--- src/rtl/mul_pkg.sv ---
// Shared definitions for the iterative carry-save RV32M multiplier.
package mul_pkg;

    localparam int unsigned MUL_XLEN = 32;
    localparam int unsigned MUL_ACCW = 2 * MUL_XLEN;

    localparam logic [1:0] MUL_OP_MUL    = 2'b00;
    localparam logic [1:0] MUL_OP_MULH   = 2'b01;
    localparam logic [1:0] MUL_OP_MULHSU = 2'b10;
    localparam logic [1:0] MUL_OP_MULHU  = 2'b11;

    typedef enum logic [1:0] {
        S_IDLE    = 2'b00,
        S_ACC     = 2'b01,
        S_RESOLVE = 2'b10,
        S_DONE    = 2'b11
    } state_e;

endpackage

--- src/rtl/csa.sv ---
// 3:2 carry-save adder; the carry vector is returned unshifted.
module csa #(
    parameter int unsigned WIDTH = 64
) (
    input  logic [WIDTH-1:0] x,
    input  logic [WIDTH-1:0] y,
    input  logic [WIDTH-1:0] z,
    output logic [WIDTH-1:0] sum,
    output logic [WIDTH-1:0] carry
);

    assign sum   = x ^ y ^ z;
    assign carry = (x & y) | (x & z) | (y & z);

endmodule

--- src/rtl/mul_csa_iter.sv ---
// Multi-cycle RV32M multiplier: shift-add over a carry-save accumulator,
// one carry-propagate add plus sign fix-up at the end.
module mul_csa_iter
    import mul_pkg::*;
#(
    parameter int unsigned XLEN = MUL_XLEN,
    parameter int unsigned ACCW = MUL_ACCW
) (
    input  logic            clk,
    input  logic            rst,
    input  logic            flush,
    input  logic            in_valid,
    output logic            in_ready,
    input  logic [1:0]      in_op,
    input  logic [XLEN-1:0] in_a,
    input  logic [XLEN-1:0] in_b,
    output logic            out_valid,
    input  logic            out_ready,
    output logic [XLEN-1:0] out_result
);

    state_e state, state_d;

    logic            sign_neg;
    logic [1:0]      op_r;
    logic [ACCW-1:0] mcand;
    logic [XLEN-1:0] mplier;
    logic [ACCW-1:0] sum_r;
    logic [ACCW-1:0] carry_r;

    logic            accept_c;
    logic            acc_c;
    logic            resolve_c;
    logic            last_c;
    logic            in_ready_d;
    logic            out_valid_d;
    logic            sa_c;
    logic            sb_c;
    logic [XLEN-1:0] mag_a_c;
    logic [XLEN-1:0] mag_b_c;
    logic [XLEN-1:0] mplier_shr_c;
    logic [ACCW-1:0] carry_sh_c;
    logic [ACCW-1:0] pp_c;
    logic [ACCW-1:0] csa_sum;
    logic [ACCW-1:0] csa_carry;
    logic [ACCW-1:0] prod_c;
    logic [ACCW-1:0] res_c;
    logic            unused_carry_msb;

    // Operand signs and magnitudes; 0x80000000 negates to itself, read as unsigned.
    assign sa_c    = (in_op != MUL_OP_MULHU) & in_a[XLEN-1];
    assign sb_c    = ((in_op == MUL_OP_MUL) | (in_op == MUL_OP_MULH)) & in_b[XLEN-1];
    assign mag_a_c = sa_c ? XLEN'(-in_a) : in_a;
    assign mag_b_c = sb_c ? XLEN'(-in_b) : in_b;

    assign mplier_shr_c = mplier >> 1;
    assign last_c       = (mplier_shr_c == '0);
    assign carry_sh_c   = {carry_r[ACCW-2:0], 1'b0};
    assign pp_c         = mplier[0] ? mcand : '0;

    csa #(.WIDTH(ACCW)) u_csa (
        .x     (sum_r),
        .y     (carry_sh_c),
        .z     (pp_c),
        .sum   (csa_sum),
        .carry (csa_carry)
    );

    assign prod_c           = sum_r + carry_sh_c;
    assign res_c            = sign_neg ? ACCW'(-prod_c) : prod_c;
    assign unused_carry_msb = carry_r[ACCW-1];

    // State register
    always_ff @(posedge clk or posedge rst) begin
        if (rst) state <= S_IDLE;
        else     state <= state_d;
    end

    // Next-state logic
    always_comb begin
        state_d = state;
        if (flush) begin
            state_d = S_IDLE;
        end else begin
            case (state)
                S_IDLE:    if (in_valid && in_ready) state_d = S_ACC;
                S_ACC:     if (last_c)               state_d = S_RESOLVE;
                S_RESOLVE:                           state_d = S_DONE;
                S_DONE:    if (out_valid && out_ready) state_d = S_IDLE;
                default:                             state_d = S_IDLE;
            endcase
        end
    end

    // Control strobes and next values of the registered handshakes
    always_comb begin
        accept_c    = 1'b0;
        acc_c       = 1'b0;
        resolve_c   = 1'b0;
        in_ready_d  = (state_d == S_IDLE);
        out_valid_d = (state_d == S_DONE);
        if (!flush) begin
            accept_c  = (state == S_IDLE) && in_valid && in_ready;
            acc_c     = (state == S_ACC);
            resolve_c = (state == S_RESOLVE);
        end
    end

    always_ff @(posedge clk or posedge rst) begin
        if (rst) begin
            in_ready   <= 1'b1;
            out_valid  <= 1'b0;
            out_result <= '0;
        end else begin
            in_ready  <= in_ready_d;
            out_valid <= out_valid_d;
            if (resolve_c)
                out_result <= (op_r == MUL_OP_MUL) ? res_c[XLEN-1:0] : res_c[ACCW-1:XLEN];
        end
    end

    // Datapath: latch operands on accept, one partial product per ACC cycle
    always_ff @(posedge clk or posedge rst) begin
        if (rst) begin
            sign_neg <= 1'b0;
            op_r     <= MUL_OP_MUL;
            mcand    <= '0;
            mplier   <= '0;
            sum_r    <= '0;
            carry_r  <= '0;
        end else if (accept_c) begin
            sign_neg <= sa_c ^ sb_c;
            op_r     <= in_op;
            mcand    <= ACCW'(mag_a_c);
            mplier   <= mag_b_c;
            sum_r    <= '0;
            carry_r  <= '0;
        end else if (acc_c) begin
            sum_r    <= csa_sum;
            carry_r  <= csa_carry;
            mcand    <= mcand << 1;
            mplier   <= mplier_shr_c;
        end
    end

endmodule

--- config.mk ---
export PLATFORM = sky130hd
export DESIGN_NAME = mul_csa_iter
export DESIGN_NICKNAME = d
export VERILOG_FILES = /design/src/rtl/mul_pkg.sv /design/src/rtl/csa.sv /design/src/rtl/mul_csa_iter.sv
export SDC_FILE = /design/constraint.sdc
export NUM_CORES = 1
export LEC_CHECK = 0
export ABC_AREA = 1
export BUFFER_PORTS_ARGS = -buffer_cell sky130_fd_sc_hd__buf_2
export CAP_MARGIN = 20
export CORE_AREA = 2 2 194 196
export CTS_BUF_LIST = sky130_fd_sc_hd__clkbuf_8
export DETAILED_ROUTE_END_ITERATION = 6
export DIE_AREA = 0 0 196 198
export PLACE_DENSITY = 0.81
export RECOVER_POWER = 50
export SKIP_CTS_REPAIR_TIMING = 1
export SYNTH_ARGS = -nofsm -noshare
export SYNTH_HDL_FRONTEND = slang
export SYNTH_SLANG_ARGS = --single-unit
--- constraint.sdc ---
create_clock -name clk -period 21.1 [get_ports clk]
set_clock_uncertainty 0.1 [all_clocks]
set_input_delay 0 -clock clk [delete_from_list [all_inputs] [get_ports clk]]
set_output_delay 0 -clock clk [all_outputs]
set_load 0.05 [all_outputs]
==> run_results.csv, run 1 <==
group,metric,value,unit
route,vias,23230,
critical_path,cp_slowest_cell,"clkinvlp_2",
clock_network,htree_levels,2,
place,dp_hpwl,56.5,mm
synth,synth.distinct_cells,47,
global_routing,grt.overflow.total,0,
final_layout,final_common_cell,"nand2_1",
flow_run,cap_viol_max_count,3,
final_layout,utilization,66.8,%
synth,ys_ff_latch,262,
final_layout,nNetsFinal,3677,
critical_path,critical_path_buf_inv_count,4,
global_routing,grt_pass1_wl,116,mm
final_layout,drive_above_1_share,7.71,%
clock_network,cts.clk_slew.worst_paths,0.06,ns
synth,synthArstFlopShare,100,%
floorplanning,die-width,196,microns
critical_path,max_stage_delay,3.39,ns
critical_path,start_kind,"primary input",
clock_network,cts_tree,"built",
clock_network,clock_latency,0.66,ns
timing,drv_slew,267,
critical_path,cp_cell_sequence,"dlygate4sd3_1, buf_2, clkinvlp_2, clkbuf_1",
timing,setup_violations,0,
timing,hold_viol,0,
pwr,power.density,87.1,nW/um^2
route,ant_nets,0,
synth,ys_seq_area_share,30.0,%
status,status,"finished with violations",
route,firstDrtPassIters,7,
route,vias_per_cell,5.82,
final_layout,syn_to_final_growth,12.9,%
pwr,ir_drop,0.0000885,V
critical_path,crit_required,20.88,ns
critical_path,critical_path.endpoint_type,"asynchronous set/reset pin",
route,avgRoutedWirePerCell,19.3,microns
floorplanning,start_util,59.2,%
critical_path,crit_family,"buffers and inverters",
global_routing,antenna_found_initial,0,
timing,tns,0,ns
synth,syn-instance-count,3305,
status,violations,"DRC, capacitance limit, slew limit",
pwr,power.total,0.00215,W
clock_network,cts_inserted_buffers,48,
route,drt_iter0_drc,2485,
final_layout,fillers,3189,
global_routing,grt_util_all_layers,38.3,%
floorplanning,rows,71,
synth,syn_nets,3505,
global_routing,grt_pass1_vias,21808,
place,io_buffers,104,
synth,synth_area,21900,sq um
global_routing,grt_start_max_net_pins,134,
synth,synth_edf_count,0,
min_path,hp-class,"primary input to register",
floorplanning,die_area,38800,sq um
route,drt-total-wl,76.8,mm
synth,synth_ff_type,"dfrtp_1",
timing,min_period,7.27,ns
clock_network,clock_path_buffers,3,
final_layout,seqCellArea,6560,sq um
pwr,p_leak,14.0,nW
floorplanning,ios,105,
timing,timing.max_slew.rel_slack,-316,%
critical_path,crit_path_max_fanout,133,
final_layout,diodes,0,
critical_path,cp.arrival,7.05,ns
final_layout,multi_input_area,12900,sq um
floorplanning,die_y,198,microns
place,gp_congestion,1.04,
timing,tightestPinTransition,6.21,ns
synth,synth_warnings,0,
floorplanning,coreArea,37000,sq um
final_layout,mostFrequentLayoutCells,"nand2_1, inv_1, dfrtp_1, nor2_1, nand3_1",
timing,max_freq,137,MHz
clock_network,clkSinkCount,262,
clock_network,cts-root-buf,"clkbuf_8",
timing,final.period_utilization,34.5,%
route,drc,5,
critical_path,worstSetupPathType,"primary input to asynchronous set/reset pin",
timing,grt_setup_unrepaired,"no",
synth,avgSynthCellArea,6.62,sq um
layout make-up:
| class | count | share of cell area, % |
|---|---|---|
| Timing Repair Buffer | 214 | 6.24 |
| Clock buffer | 59 | 3.29 |
| Inverter | 560 | 8.52 |
| Multi-Input combinational cell | 2391 | 52.2 |
| Tap cell | 474 | 2.40 |
| Clock inverter | 28 | 0.760 |
| Sequential cell | 262 | 26.6 |
kinds of logic (layout without fill, tap and decap cells):
logic type / Yosys count / in the layout / synth area share, %
compound gates: 506 / 506 / 14.8
simple gates: 1712 / 1712 / 32.7
flops: 262 / 262 / 30.0
xor+xnor: 44 / 44 / 1.76
buf+inv: 652 / 861 / 11.2
fa+ha+maj: 129 / 129 / 9.54
report_power, final:
group          total, W  internal [W]  switching, W
sequential     0.000682      0.000593     0.0000893
combinational  0.000951      0.000300      0.000650
clock          0.000518      0.000278      0.000240
total           0.00215       0.00117      0.000979
registers in the layout, indices dropped and copies added (netlist names):
register    flops
mplier         32
carry_r        63
out_result     32
state           2
mcand          64
sum_r          64
in_ready        1
sign_neg        1
op_r            2
out_valid       1
synth_stat cells, types with 32 or more instances:
| cell type | instances | area share (%) |
|---|---|---|
| dfrtp_1 | 261 | 30 |
| a21oi_1 | 126 | 2.9 |
| fa_1 | 63 | 5.8 |
| nor2_1 | 249 | 4.3 |
| nand3_1 | 169 | 3.9 |
| inv_1 | 536 | 9.2 |
| clkbuf_1 | 81 | 1.4 |
| nand2_1 | 1117 | 19 |
| o21ai_0 | 146 | 3.3 |
| ha_1 | 66 | 3.8 |
| nand4_1 | 32 | 0.91 |
| a22o_1 | 123 | 4.9 |
| o22ai_1 | 33 | 0.94 |
worst min-delay path, stage by stage:
cell and delay [ns]:
dlygate4sd3_1 0.53, buf_2 0.13, nand2_1 0.08, nand2_1 0.07
stage by stage:
| step | cell area (sq um) | setup slack [ns] | hold WS [ns] | cells |
|---|---|---|---|---|
| after floorplan | 21900 | 13.79 | -0.0278 | 3305 |
| after global placement | 22800 | 17.19 | 0.154 | 3807 |
| after detailed placement | 22800 | 17.27 | 0.167 | 3808 |
| after CTS | 23800 | 17.23 | -0.521 | 3895 |
| after global routing | 24700 | 12.26 | 0.0870 | 3988 |
| final | 24700 | 13.83 | 0.0969 | 3988 |
worst paths after layout:
kind                          startpoint            end  slack, ns  cells past startpoint
setup / recovery                     rst      sum_r[35]      13.83                      4
hold / removal                  in_op[0]        op_r[0]        0.1                      4
setup reg to reg                state[0]      mplier[7]      17.10                     10
hold reg to reg            out_result[1]  out_result[1]       0.39                      1
max in group clk                state[0]      mplier[7]      17.10                     10
min in group asynchronous            rst      mcand[24]       1.74                      3
metal layers:
metal / vias up / routed length (microns) / GRT usage [%] / part of all wire (%)
met4: 0 / 5130 / 22.6 / 6.7
met1: 10790 / 30700 / 48.8 / 40
met3: 301 / 6110 / 5.25 / 8.0
li1: 10838 / - / - / -
met2: 1301 / 34800 / 62.6 / 45
met5: - / 0 / 0 / 0
(Power assumes the default switching activity.)
==> run 2: changes to the inputs <==
--- a/config.mk
+++ b/config.mk
@@ -5,13 +5,13 @@
 export SDC_FILE = /design/constraint.sdc
 export NUM_CORES = 1
 export LEC_CHECK = 0
-export ABC_AREA = 1
+export ABC_AREA = 0
 export BUFFER_PORTS_ARGS = -buffer_cell sky130_fd_sc_hd__buf_2
 export CAP_MARGIN = 20
-export CORE_AREA = 2 2 194 196
+export CORE_AREA = 2 2 188 190
 export CTS_BUF_LIST = sky130_fd_sc_hd__clkbuf_8
 export DETAILED_ROUTE_END_ITERATION = 6
-export DIE_AREA = 0 0 196 198
+export DIE_AREA = 0 0 190 192
 export PLACE_DENSITY = 0.81
 export RECOVER_POWER = 50
 export SKIP_CTS_REPAIR_TIMING = 1
==> constraint.sdc (replaced) <==
create_clock -name clk -period 6.02 [get_ports clk]
set_clock_uncertainty 0.1 [all_clocks]
set_input_delay 0 -clock clk [delete_from_list [all_inputs] [get_ports clk]]
set_output_delay 0 -clock clk [all_outputs]
set_load 0.05 [all_outputs]
==> run 2 against run 1 <==
Net effect: the flow finishes with violations (hold timing, capacitance limit, slew limit); area after synthesis decreased by 10%; setup slack lost 13 ns; non-clock buffer count is 15 lower; routed wire length shrank 28%; critical path depth up 10; design area is 11% lower; sequential share of layout area grew 3.2 points; count of clock-buffer cells in the layout down 2; combinational power rose to 3.2 times the previous value; power rose to 3.3 times the previous value; via count shrank 22%.
==> run_results.csv, run 2 <==
group,metric,value,unit
clock_network,htree_levels,2,
pwr,ir_drop,0.000287,V
global_routing,grt.met2_usage,46.7,%
synth,ys_ff_latch,262,
global_routing,met3_usage,4.11,%
global_routing,antenna_found_initial,0,
timing,final.period_utilization,85.6,%
pwr,p_leak,10.1,nW
floorplanning,ios,105,
floorplanning,die-width,190,microns
timing,tns,0,ns
synth,synth_edf_count,0,
synth,synth_warnings,0,
route,firstDrtPassIters,6,
clock_network,cts-root-buf,"clkbuf_8",
final_layout,final_common_cell,"dfrtp_1",
critical_path,cp_cell_sequence,"ha_1, a21oi_4, o21ai_1, a311o_1, o311ai_0, buf_4, nand2_1, xnor2_1, nand4_1, and4b_1, nand2_1, o41ai_2, xnor2_1, o211ai_1",
synth,synth_common_cells,"dfrtp_1, nand2_1, a21oi_1",
synth,synthArstFlopShare,100,%
floorplanning,die_area,36500,sq um
timing,hold_viol,2,
floorplanning,rows,68,
critical_path,crit_path_max_fanout,10,
timing,tightestPinTransition,4.09,ns
place,dp_hpwl,40.1,mm
floorplanning,start_util,57.4,%
critical_path,max_stage_delay,0.72,ns
final_layout,reg_top3,"mcand x64, sum_r x64, carry_r x63",
synth,ys_seq_area_share,33.3,%
route,avgRoutedWirePerCell,19.7,microns
clock_network,clkSinkCount,262,
final_layout,nNetsFinal,2536,
clock_network,cts_inserted_buffers,45,
place,io_buffers,104,
clock_network,cts.clk_slew.worst_paths,0.06,ns
global_routing,grt_start_max_net_pins,221,
global_routing,grt_pass1_wl,87.9,mm
clock_network,cts_tree,"built",
timing,min_period,5.15,ns
clock_network,clock_latency,0.58,ns
min_path,hp-class,"primary input to register",
timing,setup_violations,0,
final_layout,mostFrequentLayoutCells,"dfrtp_1, nand2_1, a21oi_1, o21ai_0, nor2_1",
route,ant_nets,0,
timing,grt_setup_unrepaired,"no",
global_routing,grt_pass1_vias,16824,
final_layout,drive_above_1_share,8.73,%
status,violations,"hold timing, capacitance limit, slew limit",
route,drt_iter0_drc,1410,
critical_path,crit_required,6.37,ns
timing,drv_slew,578,
flow_run,cap_viol_max_count,4,
timing,whs,-0.0487,ns
critical_path,start_kind,"register",
synth,syn-instance-count,2229,
synth,synth_area,19700,sq um
global_routing,grt.overflow.total,0,
clock_network,clock_path_buffers,3,
critical_path,worstSetupPathType,"register to register",
final_layout,syn_to_final_growth,12.0,%
timing,max_freq,194,MHz
synth,synth.distinct_cells,95,
synth,syn_nets,2429,
global_routing,grt_util_all_layers,29.6,%
pwr,power.density,321,nW/um^2
synth,avgSynthCellArea,8.83,sq um
critical_path,critical_path.endpoint_type,"register",
synth,yosys.area.top_type_share,33.2,%
synth,synth_area_leaders,"dfrtp_1, a22o_1, fa_1",
route,drt-total-wl,55.6,mm
synth,synth_top_cell_by_area,"dfrtp_1",
floorplanning,die_y,192,microns
route,vias,18164,
synth,yosysMostFrequentCell,"dfrtp_1",
floorplanning,coreArea,34300,sq um
global_routing,busiest_layer,"met2",
route,drc,0,
pwr,power.total,0.00708,W
status,status,"finished with violations",
synth,synth_ff_type,"dfrtp_1",
critical_path,cp.arrival,5.50,ns
timing,timing.max_slew.rel_slack,-173,%
final_layout,diodes,0,
place,gp_congestion,1.03,
global_routing,grtUsageMet1,42.0,%
critical_path,cp_slowest_cell,"o311ai_0",
route,vias_per_cell,6.43,
==> run 2: worst paths after layout <==
kind | endpoint | slack, ns | cells after the start | from
max | out_result[31] | 0.87 | 14 | sum_r[10]
max reg2reg | out_result[31] | 0.87 | 14 | sum_r[10]
min reg2reg | out_result[4] | 0.37 | 2 | out_result[4]
min in group asynchronous | carry_r[5] | 0.71 | 4 | rst
max in group asynchronous | mcand[56] | 1.40 | 5 | rst
min | state[0] | -0.05 | 5 | in_valid
==> run 2: per-layer routing <==
| metal | routed length (microns) | share of wire, % |
|---|---|---|
| met3 | 3900 | 7.0 |
| met1 | 24700 | 44 |
| met5 | 0 | 0 |
| met4 | 1890 | 3.4 |
| met2 | 25100 | 45 |
==> run 2: final cells by class <==
cell class | instances | area [sq um]
timing repair buffer | 199 | 1380
tap | 455 | 569
clock inverter | 24 | 154
fill | 2792 | 12200
sequential | 262 | 6560
inverter | 27 | 103
clock buffer | 57 | 785
multi-input combinational | 1801 | 12500
==> run 2: cells by family (layout without fill, tap and decap cells) <==
kind of cell / after synthesis / in the layout / synth area share, %
DFF: 262 / 262 / 33.3
adders and majority gates: 129 / 129 / 10.6
buffers and inverters: 166 / 307 / 3.24
xor gates and xnor gates: 119 / 119 / 5.37
and+or+nand+nor: 737 / 737 / 18.9
AOI/OAI and AO/OA: 789 / 789 / 27.2
muxes: 27 / 27 / 1.42
==> run 2: worst max-delay path: cells and delay by family (launching register included) <==
family	cells	cell delay, ns
AO/OA/AOI/OAI	6	2.03
adder cells (fa/ha/maj)	1	0.46
buffers and inverters	1	0.23
AND/OR/NAND/NOR	4	1.07
flip-flops	1	0.42
XOR/XNOR	2	0.69
==> run 2: power by group <==
group | switching (W) | total, W | leakage, nW | internal, W
Clock | 0.000755 | 0.00169 | 0.547 | 0.000936
Sequential | 0.000267 | 0.00230 | 3.59 | 0.00203
Combinational | 0.00191 | 0.00309 | 5.94 | 0.00118
==> run 2: per-stage QoR <==
stage,util (%),cell area [sq um],hold WS (ns),setup WS (ns),cells
after floorplan,-,19700,0.00405,1.53,2229
after global placement,59.5,20400,0.0122,1.01,2664
after detailed placement,59.5,20400,0.0222,1.00,2664
after CTS,62.2,21300,-0.598,0.960,2745
after global routing,64.3,22100,-0.0123,0.478,2825
final,64.3,22100,-0.0487,0.867,2825
